$ cat src/rtl/cpu_types_pkg.sv
// Shared CPU/RAM types: word, RAM handshake state and the RAM arbiter FSM state.
package cpu_types_pkg;

   typedef logic [31:0] word_t;

   typedef enum logic [1:0] {
      FREE,
      BUSY,
      ACCESS,
      ERROR
   } ramstate_t;

   typedef enum logic {
      IDLE,
      GRANT
   } arb_state_t;

endpackage

$ cat src/rtl/ram_arbiter_if.sv
// Bus bundle between the per-core cache controllers, the RAM arbiter and the RAM model.
interface ram_arbiter_if #(
   parameter int CPUS = 2
);
   import cpu_types_pkg::*;

   logic [CPUS-1:0]  iREN;
   logic [CPUS-1:0]  dREN;
   logic [CPUS-1:0]  dWEN;
   word_t [CPUS-1:0] iaddr;
   word_t [CPUS-1:0] daddr;
   word_t [CPUS-1:0] dstore;
   logic [CPUS-1:0]  iwait;
   logic [CPUS-1:0]  dwait;
   word_t [CPUS-1:0] iload;
   word_t [CPUS-1:0] dload;

   logic             ramREN;
   logic             ramWEN;
   word_t            ramaddr;
   word_t            ramstore;
   word_t            ramload;
   ramstate_t        ramstate;

   // Cores plus RAM model side.
   modport master (
      output iREN, dREN, dWEN, iaddr, daddr, dstore, ramload, ramstate,
      input  iwait, dwait, iload, dload, ramREN, ramWEN, ramaddr, ramstore
   );

   // Arbiter side.
   modport slave (
      input  iREN, dREN, dWEN, iaddr, daddr, dstore, ramload, ramstate,
      output iwait, dwait, iload, dload, ramREN, ramWEN, ramaddr, ramstore
   );

endinterface

$ cat src/rtl/rr_picker.sv
// Combinational round-robin picker: first requester at or after rr_ptr+1, wrapping.
module rr_picker #(
   parameter int N  = 2,
   parameter int CW = $clog2(N)
) (
   input  logic [N-1:0]  req,
   input  logic [CW-1:0] rr_ptr,
   output logic          valid,
   output logic [CW-1:0] index
);

   logic [CW-1:0] pos;

   always_comb begin
      valid = 1'b0;
      index = '0;
      pos   = '0;
      // k runs 1..N so the previous winner (rr_ptr) is considered last.
      for (int k = 1; k <= N; k++) begin
         pos = CW'((int'(rr_ptr) + k) % N);
         if (!valid && req[pos]) begin
            valid = 1'b1;
            index = pos;
         end
      end
   end

endmodule

$ cat src/rtl/ram_arbiter.sv
// Round-robin arbiter sharing one RAM port among CPUS cores' instruction and data channels.
module ram_arbiter
   import cpu_types_pkg::*;
#(
   parameter int CPUS = 2,
   parameter int CW   = $clog2(CPUS)
) (
   input logic          CLK,
   input logic          nRST,
   ram_arbiter_if.slave bus
);

   arb_state_t      state_q, state_d;
   logic [CW-1:0]   rr_ptr_q, rr_ptr_d;
   logic [CW-1:0]   gnt_core_q, gnt_core_d;
   logic            gnt_is_d_q, gnt_is_d_d;

   logic [CPUS-1:0] core_req;
   logic            pick_valid;
   logic [CW-1:0]   pick_idx;
   logic            live_req;
   logic            done;

   assign core_req = bus.iREN | bus.dREN | bus.dWEN;

   rr_picker #(
      .N  (CPUS),
      .CW (CW)
   ) u_picker (
      .req    (core_req),
      .rr_ptr (rr_ptr_q),
      .valid  (pick_valid),
      .index  (pick_idx)
   );

   assign bus.iload = {CPUS{bus.ramload}};
   assign bus.dload = {CPUS{bus.ramload}};

   always_ff @(posedge CLK or negedge nRST) begin
      if (!nRST) begin
         state_q    <= IDLE;
         rr_ptr_q   <= CW'(CPUS - 1);
         gnt_core_q <= '0;
         gnt_is_d_q <= 1'b0;
      end else begin
         state_q    <= state_d;
         rr_ptr_q   <= rr_ptr_d;
         gnt_core_q <= gnt_core_d;
         gnt_is_d_q <= gnt_is_d_d;
      end
   end

   always_comb begin
      state_d      = state_q;
      rr_ptr_d     = rr_ptr_q;
      gnt_core_d   = gnt_core_q;
      gnt_is_d_d   = gnt_is_d_q;
      bus.ramREN   = 1'b0;
      bus.ramWEN   = 1'b0;
      bus.ramaddr  = '0;
      bus.ramstore = '0;
      bus.iwait    = '1;
      bus.dwait    = '1;
      live_req     = 1'b0;
      done         = 1'b0;

      case (state_q)
         IDLE: begin
            if (pick_valid) begin
               state_d    = GRANT;
               gnt_core_d = pick_idx;
               // Data beats instruction within a core.
               gnt_is_d_d = bus.dREN[pick_idx] | bus.dWEN[pick_idx];
            end
         end
         GRANT: begin
            if (gnt_is_d_q) begin
               bus.ramaddr  = bus.daddr[gnt_core_q];
               bus.ramstore = bus.dstore[gnt_core_q];
               bus.ramWEN   = bus.dWEN[gnt_core_q];
               bus.ramREN   = bus.dREN[gnt_core_q] & ~bus.dWEN[gnt_core_q];
               live_req     = bus.dREN[gnt_core_q] | bus.dWEN[gnt_core_q];
            end else begin
               bus.ramaddr  = bus.iaddr[gnt_core_q];
               bus.ramREN   = bus.iREN[gnt_core_q];
               live_req     = bus.iREN[gnt_core_q];
            end
            done = live_req && (bus.ramstate == ACCESS);
            if (done) begin
               if (gnt_is_d_q) bus.dwait[gnt_core_q] = 1'b0;
               else            bus.iwait[gnt_core_q] = 1'b0;
               state_d  = IDLE;
               rr_ptr_d = gnt_core_q;
            end else if (!live_req || bus.ramstate == ERROR) begin
               // Pointer untouched so an errored or withdrawn core keeps its turn.
               state_d = IDLE;
            end
         end
         default: state_d = IDLE;
      endcase
   end

endmodule

$ cat src/flat_wrapper.sv
// flat-port wrapper written by rule: the top's interface ports become plain ports
module ram_arbiter_flat import cpu_types_pkg::*;
#(
   parameter int CPUS = 2,
   parameter int CW   = $clog2(CPUS)
)
  (CLK, nRST, bus_iREN, bus_dREN, bus_dWEN, bus_iaddr, bus_daddr, bus_dstore, bus_ramload, bus_ramstate, bus_iwait, bus_dwait, bus_iload, bus_dload, bus_ramREN, bus_ramWEN, bus_ramaddr, bus_ramstore);
  ram_arbiter_if #(.CPUS(CPUS)) bus_i ();
  input logic CLK;
  input logic nRST;
  input wire logic [$bits(bus_i.iREN)-1:0] bus_iREN;
  input wire logic [$bits(bus_i.dREN)-1:0] bus_dREN;
  input wire logic [$bits(bus_i.dWEN)-1:0] bus_dWEN;
  input wire logic [$bits(bus_i.iaddr)-1:0] bus_iaddr;
  input wire logic [$bits(bus_i.daddr)-1:0] bus_daddr;
  input wire logic [$bits(bus_i.dstore)-1:0] bus_dstore;
  input wire logic [$bits(bus_i.ramload)-1:0] bus_ramload;
  input wire logic [$bits(bus_i.ramstate)-1:0] bus_ramstate;
  output wire logic [$bits(bus_i.iwait)-1:0] bus_iwait;
  output wire logic [$bits(bus_i.dwait)-1:0] bus_dwait;
  output wire logic [$bits(bus_i.iload)-1:0] bus_iload;
  output wire logic [$bits(bus_i.dload)-1:0] bus_dload;
  output wire logic [$bits(bus_i.ramREN)-1:0] bus_ramREN;
  output wire logic [$bits(bus_i.ramWEN)-1:0] bus_ramWEN;
  output wire logic [$bits(bus_i.ramaddr)-1:0] bus_ramaddr;
  output wire logic [$bits(bus_i.ramstore)-1:0] bus_ramstore;
  assign bus_i.iREN = bus_iREN;
  assign bus_i.dREN = bus_dREN;
  assign bus_i.dWEN = bus_dWEN;
  assign bus_i.iaddr = bus_iaddr;
  assign bus_i.daddr = bus_daddr;
  assign bus_i.dstore = bus_dstore;
  assign bus_i.ramload = bus_ramload;
  assign bus_i.ramstate = bus_ramstate;
  assign bus_iwait = bus_i.iwait;
  assign bus_dwait = bus_i.dwait;
  assign bus_iload = bus_i.iload;
  assign bus_dload = bus_i.dload;
  assign bus_ramREN = bus_i.ramREN;
  assign bus_ramWEN = bus_i.ramWEN;
  assign bus_ramaddr = bus_i.ramaddr;
  assign bus_ramstore = bus_i.ramstore;
  ram_arbiter #(.CPUS(CPUS), .CW(CW)) u_core (.CLK(CLK), .nRST(nRST), .bus(bus_i));
endmodule
$ cat config.mk
export PLATFORM = sky130hd
export DESIGN_NAME = ram_arbiter_flat
export DESIGN_NICKNAME = d
export VERILOG_FILES = /design/src/rtl/cpu_types_pkg.sv /design/src/rtl/ram_arbiter_if.sv /design/src/rtl/rr_picker.sv /design/src/rtl/ram_arbiter.sv /design/src/flat_wrapper.sv
export SDC_FILE = /design/constraint.sdc
export NUM_CORES = 1
export LEC_CHECK = 0
export ABC_CLOCK_PERIOD_IN_PS = 2000
export CORE_AREA = 2 2 169 171
export CTS_CLUSTER_DIAMETER = 100
export DETAILED_ROUTE_END_ITERATION = 10
export DIE_AREA = 0 0 171 173
export HOLD_SLACK_MARGIN = 0.05
export RECOVER_POWER = 50
export SYNTH_ARGS = -nofsm -noshare
export SYNTH_HDL_FRONTEND = slang
export SYNTH_SLANG_ARGS = --single-unit
$ cat constraint.sdc
create_clock -name CLK -period 2 [get_ports CLK]
set_input_delay 0.2 -clock CLK [delete_from_list [all_inputs] [get_ports CLK]]
set_output_delay 0.2 -clock CLK [all_outputs]
set_load 0.02 [all_outputs]
==> qor.yml <==
clocking:
  worstSkewPairLatency_ns: 0.23
  cts.htree.levels: 1
  clk_pin_slew_worst_paths_ns: 0.03
  cts_sinks: 4
  cts_tree: "yes"
  cts_buffer_depth: 2
  root_buffer: "clkbuf_16"
  cts_buffers: 3
synth:
  synth_cells: 311
  yosys_warnings: 0
  synth.area.top_cells: "buf_4, mux4_2, mux2i_1"
  synth-edff-count: 0
  ys_ff_latch: 4
  synth_common_cells: "buf_4, nor2_1, mux2i_1"
  synth_cell_type_count: 29
  synth_most_common_cell: "buf_4"
  async_flop_share_pct: 100.0
  seq_area_frac_synth_pct: 3.689
  synth_fp_nets: 545
  syn_area_sq_um: 2748
  yosys.area.top_type_share_pct: 35.25
  synth_ff_type: "dfrtp_1"
  synth_top_area_cell: "buf_4"
  avgSynthCellArea_sq_um: 8.835
floorplan:
  rows: 61
  start_util_pct: 9.945
  fp.dieW_um: 171
  die_area_sq_um: 29580
  die_y_um: 173
  fp.coreArea_sq_um: 27630
  num_io_pins: 432
layout:
  stdcell_area_sq_um: 5194
  syn2layout_area_growth_pct: 89.03
  fin_nets: 708
  diodes: 0
  fillCellCount: 3157
  fin_util_pct: 18.80
  drive_gt1_share_pct: 23.68
global_routing:
  use_met2_pct: 13.34
  grt_antenna_before_repair: 0
  grt_max_degree: 36
  busiest_layer: "met2"
  use_met3_pct: 1.717
  grt_pass1_wl_um: 16680
  grt_pass1_vias: 2885
  grtUsageTotal_pct: 7.309
  grt_overflow: 0
  met1_usage_pct: 7.879
routing:
  wl_um: 11890
  via_per_inst: 3.255
  firstDrtPassIters: 4
  drc_errors: 0
  detail_route.wl_per_cell_um: 13.98
  drt_iter0_drc: 72
  drtAntennaViolNets: 0
  vias: 2770
power:
  switching_share_pct: 45.37
  pwr-share-clk_pct: 6.1
  p_total_w: 0.005526
  seqPwrFrac_pct: 3.7
  intPower_w: 0.003019
  pwr-share-comb_pct: 90.2
  power_density_nw_per_um2: 1064
  power_leakage_nw: 2.160
  switchingPower_w: 0.002507
  peakVddDrop_v: 0.0004399
timing:
  setup_viol: 19
  worstMarginPinSlew_ns: 0.3134
  tns_ns: -0.6045
  min_period_ns: 2.058
  finClkSkew_ns: 0.0006502
  max_freq_mhz: 485.8
  fin_crit_sh_pct: 102.9
  drv_slew: 0
  slew_headroom_pct: 78.95
  hold_ws_ns: 0.1924
  rsz0062_at_grt: "true"
  hold_violations: 0
  worst_slack_ns: -0.05845
placed_design:
  gp_congestion: 0.7299
  dpl.hpwl_um: 9995
  io_buffers: 271
  dpl-instance-area_sq_um: 5087
status:
  status: "finished, violations left"
  failed_checks: "negative setup slack"
critical_path:
  worstSetupStartpointType: "flip-flop"
  ff2ff_path_depth: 7
  critPathKind: "reg -> out"
  rr_startpoint: "u_core.gnt_core_q$_DFFE_PN0P_"
  cp.arrival_ns: 1.86
  crit_required_ns: 1.80
  critPathMaxFanout: 35
  regToRegSetupSlack_ns: 0.14
  worstReg2RegEnd: "u_core.rr_ptr_q$_DFFE_PN1P_"
  crit_path_end_kind: "output pin"
hold_path:
  worst_hold_path_type: "in -> async"
run:
  cap_violations: 0
-- worst max-delay path: stages, from the launching register on --
cell,delay (ns)
dfrtp_4,0.48
buf_12,0.25
mux2i_1,0.27
nor2_1,0.06
clkdlybuf4s50_1,0.53
-- cell type report --
type	count	area [sq um]	share of cell area, %
Clock buffer	4	78.83	1.518
Multi-Input combinational cell	158	1590	30.62
Tap cell	378	473.0	9.106
Timing Repair Buffer	305	2938	56.56
Sequential cell	4	106.4	2.048
Inverter	2	7.507	0.1445
-- worst max-delay path by stage --
stage	start	end	cells past startpoint
finish	u_core.gnt_core_q$_DFFE_PN0P_	bus_ramstore[1]	4
global route	u_core.gnt_core_q$_DFFE_PN0P_	bus_ramstore[1]	4
CTS	u_core.gnt_core_q$_DFFE_PN0P_	bus_ramaddr[27]	4
detailed placement	bus_iREN[0]	bus_iwait[0]	7
global placement	bus_iREN[1]	bus_iwait[1]	7
floorplan	u_core.gnt_core_q$_DFFE_PN0P_	bus_ramaddr[10]	4
-- layout by cell type, fill, tap and decap left out, types with 2 or more instances in the layout --
master           instances
clkbuf_2                 3
mux4_2                  32
clkdlybuf4s50_1        202
buf_6                   14
and2_1                  25
nand2b_1                 2
buf_4                   23
nand2_1                  3
dlygate4sd2_1           40
nor2_1                  36
inv_1                    2
mux2i_1                 33
buf_2                   16
mux2_1                   2
clkbuf_16                3
o32a_1                   2
and2_4                   7
nor3_1                   3
buf_12                   7
-- registers in the layout (all words and copies together) (netlist names) --
name,cells
u_core.rr_ptr_q,1
u_core.state_q,1
u_core.gnt_core_q,1
u_core.gnt_is_d_q,1
-- stage by stage --
step | std cells | setup slack (ns)
2_1_floorplan | 311 | 0.3641
3_3_place_gp | 836 | -0.1736
3_5_place_dp | 836 | -0.1866
4_1_cts | 841 | -0.1025
5_1_grt | 851 | -0.1313
6_report | 851 | -0.05845
-- metal layers --
| metal | up-vias | share of wire [%] |
|---|---|---|
| met5 | - | 0 |
| met4 | 0 | 3.8 |
| met3 | 44 | 11 |
| met2 | 188 | 49 |
| met1 | 1270 | 36 |
| li1 | 1268 | - |
-- power by group through the flow --
stage | sequential, W | clock (W) | combinational, W
4_1_cts | 0.000204 | 0.000343 | 0.00466
3_5_place_dp | 0.000200 | 0 | 0.00510
3_3_place_gp | 0.000198 | 0 | 0.00508
6_report | 0.000205 | 0.000336 | 0.00499
2_1_floorplan | 0.000155 | 0 | 0.00325
5_1_grt | 0.000214 | 0.000346 | 0.00534
-- timing repair --
item,in CTS,in global routing
hold endpoints to repair,0,0
hold buffers,0,0
gates resized for setup,145,38
gates cloned,0,0
pin swaps,1,4
setup buffers,1,10
endpoints found under the setup margin,70,30
-- kinds of logic after synthesis --
| logic type | after synthesis | synth area share [%] |
|---|---|---|
| buffers and inverters | 149 | 39.25 |
| and+or+nand+nor | 81 | 15.12 |
| muxes | 68 | 39.48 |
| AOI/OAI and AO/OA | 9 | 2.459 |
| DFF | 4 | 3.689 |
Note: power is estimated with default switching activity, not from simulation.
==> variant: new RTL, same flow settings <==
Reset style: synchronous (`nRST`), changed in one clocked block.
--- a/src/rtl/ram_arbiter.sv
+++ b/src/rtl/ram_arbiter.sv
@@ -36,7 +36,7 @@
    assign bus.iload = {CPUS{bus.ramload}};
    assign bus.dload = {CPUS{bus.ramload}};
 
-   always_ff @(posedge CLK or negedge nRST) begin
+   always_ff @(posedge CLK) begin
       if (!nRST) begin
          state_q    <= IDLE;
          rr_ptr_q   <= CW'(CPUS - 1);
Function: differs if nRST is asserted again (counterexample within 4 cycles, from zero or initial values and one cycle with nRST low); with nRST held inactive, the same outputs for 10 cycles.
==> variant against the unedited design <==
Worst setup slack better by 0.13 ns. Design area decreased by 1.1%. Utilization fell by 0.21 points. Synthesized area hardly changed. Sequential cell count unchanged. Register-to-register slack improved by 0.47 ns. Fmax up 6.5%. Wire length down 0.42%.
Power is left out: it rests on default switching activity, and per cell area and clock period it moved more than threefold.
==> variant: results <==
set metrics [dict create \
    grt_pass1_vias 3025 \
    post_dp_cell_area_sq_mm 0.00508 \
    pre_cts_slack_ns -0.274 \
    grt_pass1_wl_um 16500 \
    worst_slew_pin_slew_ns 0.321 \
    reg2reg_depth 5 \
    grt_max_degree 33 \
    ys_top_cells_by_area "buf_4 36%, mux4_2 26%, mux2i_1 12%, and2_1 7.3%, nor2_1 5.1%" \
    grt.total_usage 0.0731 \
    synthMuxAreaShare 0.387 \
    use_met2 0.146 \
    fillers 3138 \
    synth.top_cells.by_count "132 x buf_4, 37 x nor2_1, 33 x mux2i_1" \
    gp_congestion 0.677 \
    synth_compound_area_frac 0.0374 \
    use_met3 0.0295 \
    hold_class "input port to output port" \
    worst-path-max-fanout 11 \
    wl_met3_um 1680 \
    cp_top_family "multiplexers" \
    placed_cells 842 \
    r2r_start "u_core.gnt_core_q" \
    wl_um 11800 \
    ys.flop_type "dfxtp_1" \
    worst_r2r_endpoint "u_core.state_q" \
    max_stage_delay_ns 0.51 \
    status "complete, no violations" \
    synth_seq_area_share 0.0292 \
    startpoint "u_core.gnt_core_q" \
    synth-async-reset-ratio 0 \
    gr-usage-met1 0.0632 \
    worst_hold_slack_ns 0.400 \
    yosysUniqueCellTypes 27 \
    wl_met2_um 6130 \
    cp.arrival_ns 1.73 \
    syn-num-nets 551 \
    wl_per_cell_um 13.9 \
]
variant: cell count changes after synthesis, moves of 2 or more:
cell,change
clkbuf_1,+3
buf_4,+3
buf_2,-6
nand2_1,+3
nor3_1,+2
mux2_1,-2
dfxtp_1,+4
dfrtp_1,-3
variant: area by class of cell:
cell class	instances	area, sq um	share of cell area
sequential	4	85.1	0.0166
clock buffer	4	78.8	0.0153
inverter	2	7.51	0.00146
tap	378	473	0.0921
timing repair buffer	299	2870	0.559
multi-input combinational	164	1620	0.316
variant: worst max-delay path by stage:
stage / endpoint / slack (ns)
5_1_grt: bus_dwait[1] / -0.02
6_report: bus_ramaddr[29] / 0.07
2_1_floorplan: bus_ramREN / 0.39
3_3_place_gp: bus_iwait[0] / -0.27
4_1_cts: bus_ramaddr[5] / -0.006
3_5_place_dp: bus_iwait[0] / -0.27
variant: kinds of logic after synthesis:
logic type | count (synthesis)
buffers and inverters | 149
DFF | 4
muxes | 66
AOI/OAI and AO/OA | 13
and+or+nand+nor | 85
